[src/rtl/rr_encoder_arbiter_if.sv]
// Request/grant bundle between the requesters and the round-robin arbiter.
// Handshake: a requester raises req[i] and holds it until its grant
// ends. gnt/gnt_idx/gnt_valid are registered and change only on clock edges.
// done is meaningful only while gnt_valid=1 and ends the current grant at
// the next edge. A held grant is never preempted.
interface rr_encoder_arbiter_if;
    logic [15:0] req;
    logic        done;
    logic [15:0] gnt;
    logic [3:0]  gnt_idx;
    logic        gnt_valid;
    logic        timeout;

    // Requester side: drives requests/completion, observes grants.
    modport master (
        output req,
        output done,
        input  gnt,
        input  gnt_idx,
        input  gnt_valid,
        input  timeout
    );

    // Arbiter side: observes requests/completion, drives grants.
    modport slave (
        input  req,
        input  done,
        output gnt,
        output gnt_idx,
        output gnt_valid,
        output timeout
    );
endinterface

[src/rtl/rr_encoder_arbiter.sv]
// 16-way round-robin arbiter with a registered one-hot grant, its 4-bit
// encoded index, and a hold limit that forces release after MAX_HOLD cycles.
// Every grant is followed by at least one idle cycle.
module rr_encoder_arbiter #(
    parameter int unsigned MAX_HOLD = 8,   // 1..255
    parameter int unsigned CNT_W    = 8    // 2**CNT_W > MAX_HOLD
) (
    input  logic                 clk_i,
    input  logic                 rst_n_i,
    rr_encoder_arbiter_if.slave  bus,
    output logic                 state_o,  // 0 = IDLE, 1 = BUSY
    output logic [3:0]           ptr_o     // current search start
);

    typedef enum logic {
        ST_IDLE = 1'b0,
        ST_BUSY = 1'b1
    } state_e;

    localparam logic [CNT_W-1:0] HOLD_LAST = CNT_W'(MAX_HOLD - 1);

    state_e             state_q, state_d;
    logic [3:0]         ptr_q, ptr_d;
    logic [CNT_W-1:0]   cnt_q, cnt_d;
    logic [15:0]        gnt_q, gnt_d;
    logic [3:0]         idx_q, idx_d;
    logic               valid_q, valid_d;
    logic               timeout_q, timeout_d;

    logic               win_found;
    logic [3:0]         win_idx;
    logic [3:0]         cand;
    logic               owner_req;
    logic               hold_hit;

    // Circular priority search starting at ptr_q; walking the offsets from
    // high to low lets the smallest offset with a set bit overwrite the rest.
    always_comb begin
        win_found = 1'b0;
        win_idx   = 4'd0;
        cand      = 4'd0;
        for (int i = 15; i >= 0; i--) begin
            cand = ptr_q + 4'(i);
            if (bus.req[cand]) begin
                win_found = 1'b1;
                win_idx   = cand;
            end
        end
    end

    // Next-state and registered-output logic for the IDLE/BUSY controller.
    always_comb begin
        state_d   = state_q;
        ptr_d     = ptr_q;
        cnt_d     = cnt_q;
        gnt_d     = gnt_q;
        idx_d     = idx_q;
        valid_d   = valid_q;
        timeout_d = 1'b0;
        owner_req = bus.req[idx_q];
        hold_hit  = (cnt_q == HOLD_LAST);

        case (state_q)
            ST_IDLE: begin
                gnt_d   = 16'h0000;
                idx_d   = 4'd0;
                valid_d = 1'b0;
                if (win_found) begin
                    gnt_d   = 16'h0001 << win_idx;
                    idx_d   = win_idx;
                    valid_d = 1'b1;
                    cnt_d   = '0;
                    state_d = ST_BUSY;
                end
            end
            ST_BUSY: begin
                if (bus.done || !owner_req || hold_hit) begin
                    // Timeout flags only a release caused purely by the limit.
                    timeout_d = hold_hit && !bus.done && owner_req;
                    gnt_d     = 16'h0000;
                    idx_d     = 4'd0;
                    valid_d   = 1'b0;
                    ptr_d     = idx_q + 4'd1;
                    cnt_d     = '0;
                    state_d   = ST_IDLE;
                end else begin
                    cnt_d = cnt_q + 1'b1;
                end
            end
            default: begin
                state_d = ST_IDLE;
                gnt_d   = 16'h0000;
                idx_d   = 4'd0;
                valid_d = 1'b0;
            end
        endcase
    end

    // State and output registers; reset clears everything asynchronously.
    always_ff @(posedge clk_i or negedge rst_n_i) begin
        if (!rst_n_i) begin
            state_q   <= ST_IDLE;
            ptr_q     <= 4'd0;
            cnt_q     <= '0;
            gnt_q     <= 16'h0000;
            idx_q     <= 4'd0;
            valid_q   <= 1'b0;
            timeout_q <= 1'b0;
        end else begin
            state_q   <= state_d;
            ptr_q     <= ptr_d;
            cnt_q     <= cnt_d;
            gnt_q     <= gnt_d;
            idx_q     <= idx_d;
            valid_q   <= valid_d;
            timeout_q <= timeout_d;
        end
    end

    assign bus.gnt       = gnt_q;
    assign bus.gnt_idx   = idx_q;
    assign bus.gnt_valid = valid_q;
    assign bus.timeout   = timeout_q;
    assign state_o       = state_q;
    assign ptr_o         = ptr_q;

endmodule

[src/flat_wrapper.sv]
// flat-port wrapper written by rule: the top's interface ports become plain ports
module rr_encoder_arbiter_flat 
#(
    parameter int unsigned MAX_HOLD = 8,            
    parameter int unsigned CNT_W    = 8                          
)
  (clk_i, rst_n_i, state_o, ptr_o, bus_req, bus_done, bus_gnt, bus_gnt_idx, bus_gnt_valid, bus_timeout);
  rr_encoder_arbiter_if bus_i ();
  input  logic clk_i;
  input  logic rst_n_i;
  output logic state_o;
  output logic [3:0] ptr_o;
  input wire logic [$bits(bus_i.req)-1:0] bus_req;
  input wire logic [$bits(bus_i.done)-1:0] bus_done;
  output wire logic [$bits(bus_i.gnt)-1:0] bus_gnt;
  output wire logic [$bits(bus_i.gnt_idx)-1:0] bus_gnt_idx;
  output wire logic [$bits(bus_i.gnt_valid)-1:0] bus_gnt_valid;
  output wire logic [$bits(bus_i.timeout)-1:0] bus_timeout;
  assign bus_i.req = bus_req;
  assign bus_i.done = bus_done;
  assign bus_gnt = bus_i.gnt;
  assign bus_gnt_idx = bus_i.gnt_idx;
  assign bus_gnt_valid = bus_i.gnt_valid;
  assign bus_timeout = bus_i.timeout;
  rr_encoder_arbiter #(.MAX_HOLD(MAX_HOLD), .CNT_W(CNT_W)) u_core (.clk_i(clk_i), .rst_n_i(rst_n_i), .bus(bus_i), .state_o(state_o), .ptr_o(ptr_o));
endmodule
[config.mk]
export PLATFORM = sky130hd
export DESIGN_NAME = rr_encoder_arbiter_flat
export DESIGN_NICKNAME = d
export VERILOG_FILES = /design/src/rtl/rr_encoder_arbiter_if.sv /design/src/rtl/rr_encoder_arbiter.sv /design/src/flat_wrapper.sv
export SDC_FILE = /design/constraint.sdc
export NUM_CORES = 1
export LEC_CHECK = 0
export CORE_MARGIN = 2
export CORE_UTILIZATION = 58
export CTS_CLUSTER_DIAMETER = 80
export DETAILED_ROUTE_END_ITERATION = 8
export PLACE_DENSITY = 0.92
export SYNTH_ARGS = -nofsm -noshare
export SYNTH_HDL_FRONTEND = slang
export SYNTH_SLANG_ARGS = --single-unit
[constraint.sdc]
create_clock -name clk_i -period 4.9 [get_ports clk_i]
set_input_delay 0.49 -clock clk_i [delete_from_list [all_inputs] [get_ports clk_i]]
set_output_delay 0.49 -clock clk_i [all_outputs]
set_load 0.01 [all_outputs]
# ---- Word-level counts from Yosys, hierarchy flattened
# Index checks and enable logic that the tools add are counted.
dict set report op_classes {
  n_addsub 17
  magnitude_cmp 17
  eq_ne 3
  shifts 1
  mux 82
  n_bitwise 1
  n_reduce_logical 7
}
# cell count
set op_table {}
lappend op_table {{4-bit by 5-bit < comparator with 1-bit output, second input constant} 17}
lappend op_table {{4-bit 2-to-1 mux} 18}
lappend op_table {{1-bit binary-select mux with 4-bit select} 17}
lappend op_table {{1-bit 2-to-1 mux} 38}
lappend op_table {{4-bit adder, second input constant} 8}
lappend op_table {{16-bit 2-to-1 mux} 2}
lappend op_table {{16-bit one-hot mux with 2 select lines} 1}
lappend op_table {{4-bit by 3-bit adder with 4-bit output, second input constant} 4}
lappend op_table {{8-bit 2-to-1 mux} 2}
lappend op_table {{8-bit one-hot mux with 2 select lines} 1}
lappend op_table {{1-bit by 4-bit left shift with 16-bit output, first input constant} 1}
lappend op_table {{4-bit by 1-bit adder with 4-bit output, second input constant} 2}
lappend op_table {{4-bit by 2-bit adder with 4-bit output, second input constant} 2}
lappend op_table {{8-bit by 1-bit adder with 8-bit output, second input constant} 1}
lappend op_table {{8-bit by 3-bit == test with 1-bit output, second input constant} 1}
lappend op_table {{4-bit one-hot mux with 2 select lines} 1}
lappend op_table {{1-bit one-hot mux with 2 select lines} 2}
lappend op_table {{1-bit logical AND} 2}
lappend op_table {{1-bit zero test} 2}
lappend op_table {{1-bit logical OR} 2}
lappend op_table {{2-bit by 1-bit inequality test with 1-bit output, second input constant} 1}
lappend op_table {{2-bit inequality test, second input constant} 1}
lappend op_table {{2-bit AND reduction} 1}
lappend op_table {{1-bit NOT} 1}
dict set report totals {
  register_bits 35
  out_inout_bits 27
  wordCells 135
}

# ---- Logic depth before layout (Yosys ltp)
dict set report logic_depth {
  word_depth 22
  ltp_mapped 17
  ltp_nobuf 11
}

# ---- Least setup slack after synthesis
# Ideal clock, no wire load.
dict set report synth_timing {
  path_type {reg2reg}
  from {register u_core.ptr_q[1], in the netlist u_core.ptr_o[1]}
  to {register u_core.gnt_q[8], in the netlist u_core.bus.gnt[8]}
  setup_time_ns 0.121
  arrival_ns 4.339
  setup_slack_ns 0.440
  path_stages_with_launch 17
  path_buffers 5
  cell_sequence {dfrtp_1 buf_2 buf_6 clkbuf_1 inv_1 ha_1 buf_2 buf_2 mux4_2 mux2_2 mux2i_1 nor3b_2 nand2_1 o31ai_4 nor2_1 and2_1 a22o_1}
}
dict set report synth_via {
  elab_chain_cells 22
  elab_cells_between_ends 82
  classes_between {add/sub (15); shift (1); mux (66)}
}
# item line
set synth_lines {}
lappend synth_lines {{start, declared} rr_encoder_arbiter.sv:23} ;# logic [3:0] ptr_q, ptr_d;
lappend synth_lines {{start signal, assigned} rr_encoder_arbiter.sv:111} ;# ptr_q <= ptr_d;
lappend synth_lines {{4-bit adder} rr_encoder_arbiter.sv:43} ;# cand = ptr_q + 4'(i);
lappend synth_lines {{1-bit binary-select mux with 4-bit select} rr_encoder_arbiter.sv:44} ;# if (bus.req[cand]) begin
lappend synth_lines {{1-bit 2-to-1 mux (implied by the code)} rr_encoder_arbiter.sv:44}
lappend synth_lines {{4-bit 2-to-1 mux (16 in a row)} rr_encoder_arbiter.sv:44}
lappend synth_lines {{1-bit by 4-bit left shift with 16-bit output} rr_encoder_arbiter.sv:69} ;# gnt_d = 16'h0001 << win_idx;
lappend synth_lines {{16-bit 2-to-1 mux (*)} rr_encoder_arbiter.sv:68} ;# if (win_found) begin
lappend synth_lines {{16-bit one-hot mux with 2 select lines (*)} rr_encoder_arbiter.sv:63} ;# case (state_q)
lappend synth_lines {{end signal, assigned} rr_encoder_arbiter.sv:113} ;# gnt_q <= gnt_d;
lappend synth_lines {{end, declared} rr_encoder_arbiter.sv:25} ;# logic [15:0] gnt_q, gnt_d;
# Every way passes the cells marked *; elsewhere a longest branch is shown, timed or not. The select of a mux whose other input is x is not followed.
# A chain may end at the register's enable or synchronous reset.

# ---- Worst setup path after layout
dict set report layout_timing {
  from {register u_core.ptr_q[1], in the netlist u_core.ptr_o[1]}
  to {register u_core.gnt_q[4], in the netlist u_core.bus.gnt[4]}
}
# Same word-level chain as after synthesis.

==> run_results.csv <==
group,metric,value,unit
outcome,status,"complete, no violations",
placement,port_buffers,45,
critical_path,max_stage_delay,0.69,ns
clocking,postCtsSetupRepairBufs,0,
final_layout,syn_to_final_growth,15.5,%
grt,grtUsageTotal,0.328,
synth,netlist-cell-type-count,72,
route,vias,3918,
timing,min_period,4.52,ns
timing,layout_setup_ws,0.376,ns
synth,async_flop_share,1.00,
final_layout,final_layout_size_suffix_gt1_frac,0.221,
route,wl_met3,1.30,mm
timing,fmax,221,MHz
placement,place_ws,0.442,ns
grt,antenna_found_initial,0,
route,detail-route-antenna-nets,0,
timing,fin_crit_sh,0.923,
route,initialDrtViolationCount,504,
die,start_util,0.604,
timing,setup_viol,0,
clocking,insertion_delay,0.29,ns
synth,netlist_area,4130,µm²
clocking,max-clock-path-buffers,2,
route,wl_met1,4.86,mm
clocking,htreeDepth,2,
critical_path,required,5.12,ns
critical_path,crit_slowest_cell,"or4_1",
route,top_layer,"met4",
synth,synth_top_area_cell,"dfrtp_1",
synth,ys.flop_type,"dfrtp_1",
critical_path,arrival,4.75,ns
final_layout,layout_common_cells,"45 x nand2_1, 45 x clkdlybuf4s50_1, 35 x dfrtp_1, 31 x mux2i_1",
timing,drv_slew,0,
critical_path,critPathMostFrequentCell,"mux2_2",
grt,grt_max_degree,36,
clocking,clk_pin_slew,0.08,ns
critical_path,critPathTopFamily,"simple AND/OR/NAND/NOR gates",
timing,finalSetupTns,0,ns
synth,synth-seq-cells,35,
route,post_drt_wl_per_cell,22.2,µm
critical_path,end_kind,"flip-flop",
job,max_cap_viol_count,0,
synth,synthCells,415,
timing,tightest_slew,0.765,ns
timing,hold_viol_final,0,
die,die_h,88.4,µm
final_layout,final_area,4770,µm²
placement,dp_hpwl,9.17,mm
timing,rsz0062_at_grt,"no",
die,ios,46,
clocking,cts.sinks,35,
clocking,cts_buffers,5,
grt,grt_pass1_vias,3688,
synth,synth_edf_count,0,
clocking,cts_tree,"done",
die,num_rows,30,
timing,relSlewSlack,0.487,
route,vias_per_cell,7.08,
synth,synth_area_leaders,"dfrtp_1 21%, mux4_2 16%, mux2_2 8.2%",
placement,gp_congestion,1.03,
die,die_area,7810,µm²
grt,grt_overflow,0,
synth,synth_top_area_share,0.212,
route,dr.pass1.iters,6,
critical_path,crit_fanout,14,
die,die_w,88.4,µm
clocking,cts-root-buf,"clkbuf_8",
grt,grt_pass1_wl,19.7,mm
critical_path,reg2reg_slack,0.38,ns
timing,worst_hold_slack,0.497,ns
synth,synth_seq_area_share,0.212,
placement,place_area,4660,µm²
synth,synth_nets,443,
timing,skew,0.0121,ns
final_layout,num_antenna_cells,0,
synth,syn_area_per_cell,9.95,µm²
critical_path,path_buf_inv,2,
critical_path,crit_path_cell_trace,"inv_1, ha_1, buf_4, mux2_2, nor3_1, or4_1, mux2_2, and2_4, a211o_1, a311oi_2, nor3b_4, a22o_1",
die,core_area,6830,µm²
worst_hold_path,worstHoldPathType,"flip-flop to flip-flop",
critical_path,critical_path_class,"flip-flop to flip-flop",
route,wl_met2,5.72,mm
route,drc_errors,0,
critical_path,start_kind,"flip-flop",
synth,yosysWarningCount,0,
route,routed_wirelength,12.3,mm
final_layout,fin_nets,485,
==> path summary, 6_finish.rpt <==
kind	startpoint	to	depth (start not counted)
max in group asynchronous	rst_n_i	u_core.bus.gnt[10]$_DFFE_PN0P_	2
max	u_core.ptr_o[1]$_DFFE_PN0P_	u_core.bus.gnt[4]$_DFFE_PN0P_	12
max reg2reg	u_core.ptr_o[1]$_DFFE_PN0P_	u_core.bus.gnt[4]$_DFFE_PN0P_	12
min	u_core.bus.gnt[2]$_DFFE_PN0P_	u_core.bus.gnt[2]$_DFFE_PN0P_	2
min in group asynchronous	rst_n_i	u_core.cnt_q[4]$_DFFE_PN0P_	2
min reg2reg	u_core.bus.gnt[2]$_DFFE_PN0P_	u_core.bus.gnt[2]$_DFFE_PN0P_	2
==> timing repair <==
item / 4_1_cts / 5_1_grt
hold buffers: 0 / 0
setup endpoints to repair: 0 / 16
gates resized for setup: 0 / 2
==> cells by family (layout without fill, tap and decap cells) <==
group	after synthesis	count (layout)	share of synthesized area
xor+xnor	21	21	0.0500
flops	35	35	0.212
buf+inv	27	69	0.0330
mux	95	95	0.335
compound gates	100	100	0.184
simple gates	128	128	0.159
fa+ha+maj	9	9	0.0273
==> synthesized netlist by cell type (3+ instances only) <==
| master | count |
|---|---|
| nor3_1 | 9 |
| xor2_1 | 9 |
| a21oi_1 | 11 |
| dfrtp_1 | 35 |
| clkbuf_1 | 7 |
| mux2i_1 | 32 |
| a22o_1 | 10 |
| mux2_2 | 30 |
| o31ai_1 | 3 |
| buf_2 | 7 |
| or4_1 | 3 |
| nor2b_1 | 5 |
| a211oi_1 | 3 |
| or3_1 | 3 |
| buf_4 | 3 |
| o21ai_1 | 9 |
| nand2_1 | 45 |
| nor2_1 | 26 |
| nand2b_1 | 8 |
| o2111ai_1 | 3 |
| mux4_2 | 30 |
| xnor2_1 | 9 |
| a21boi_0 | 3 |
| nand3_1 | 12 |
| o22ai_1 | 6 |
| ha_1 | 9 |
| o221ai_1 | 4 |
| o21ai_0 | 20 |
| nor3b_1 | 3 |
| inv_1 | 3 |
==> metrics by stage <==
stage           util  std cells
6_report       0.698        553
3_3_place_gp   0.682        545
5_1_grt        0.698        553
4_1_cts        0.695        552
3_5_place_dp   0.682        545
2_1_floorplan      -        415
==> per-layer routing <==
metal | vias to the layer above | global-route usage
li1 | 1698 | -
met1 | 1892 | 0.466
met2 | 285 | 0.513
met3 | 43 | 0.0672
met4 | 0 | 0.0923
met5 | - | 0
==> final cells by class <==
type / instances / area, µm²
multi-input combinational: 353 / 3130
fill: 526 / 2060
sequential: 35 / 876
timing repair buffer: 55 / 529
tap: 96 / 120
clock buffer: 6 / 82.6
inverter: 7 / 26.3
clock inverter: 1 / 5.00
==> flip-flops by register name, indices dropped and copies added, names as in the netlist <==
register and cells:
u_core.bus.gnt_valid 1, u_core.bus.gnt_idx 4, u_core.bus.gnt 16, u_core.cnt_q 8, u_core.bus.timeout 1, u_core.state_o 1
u_core.ptr_o 4
==> worst register-to-register path, stage by stage (launching register included) <==
cell and delay, ns:
dfrtp_1 0.68, inv_1 0.15, ha_1 0.57, buf_4 0.28, mux2_2 0.21, nor3_1 0.05
or4_1 0.69, mux2_2 0.38, and2_4 0.17, a211o_1 0.28, a311oi_2 0.50, nor3b_4 0.34
a22o_1 0.17
Power is left out: the tool's default activity adds up to more than one toggle a clock period on the data nets, which glitch-free logic cannot reach.
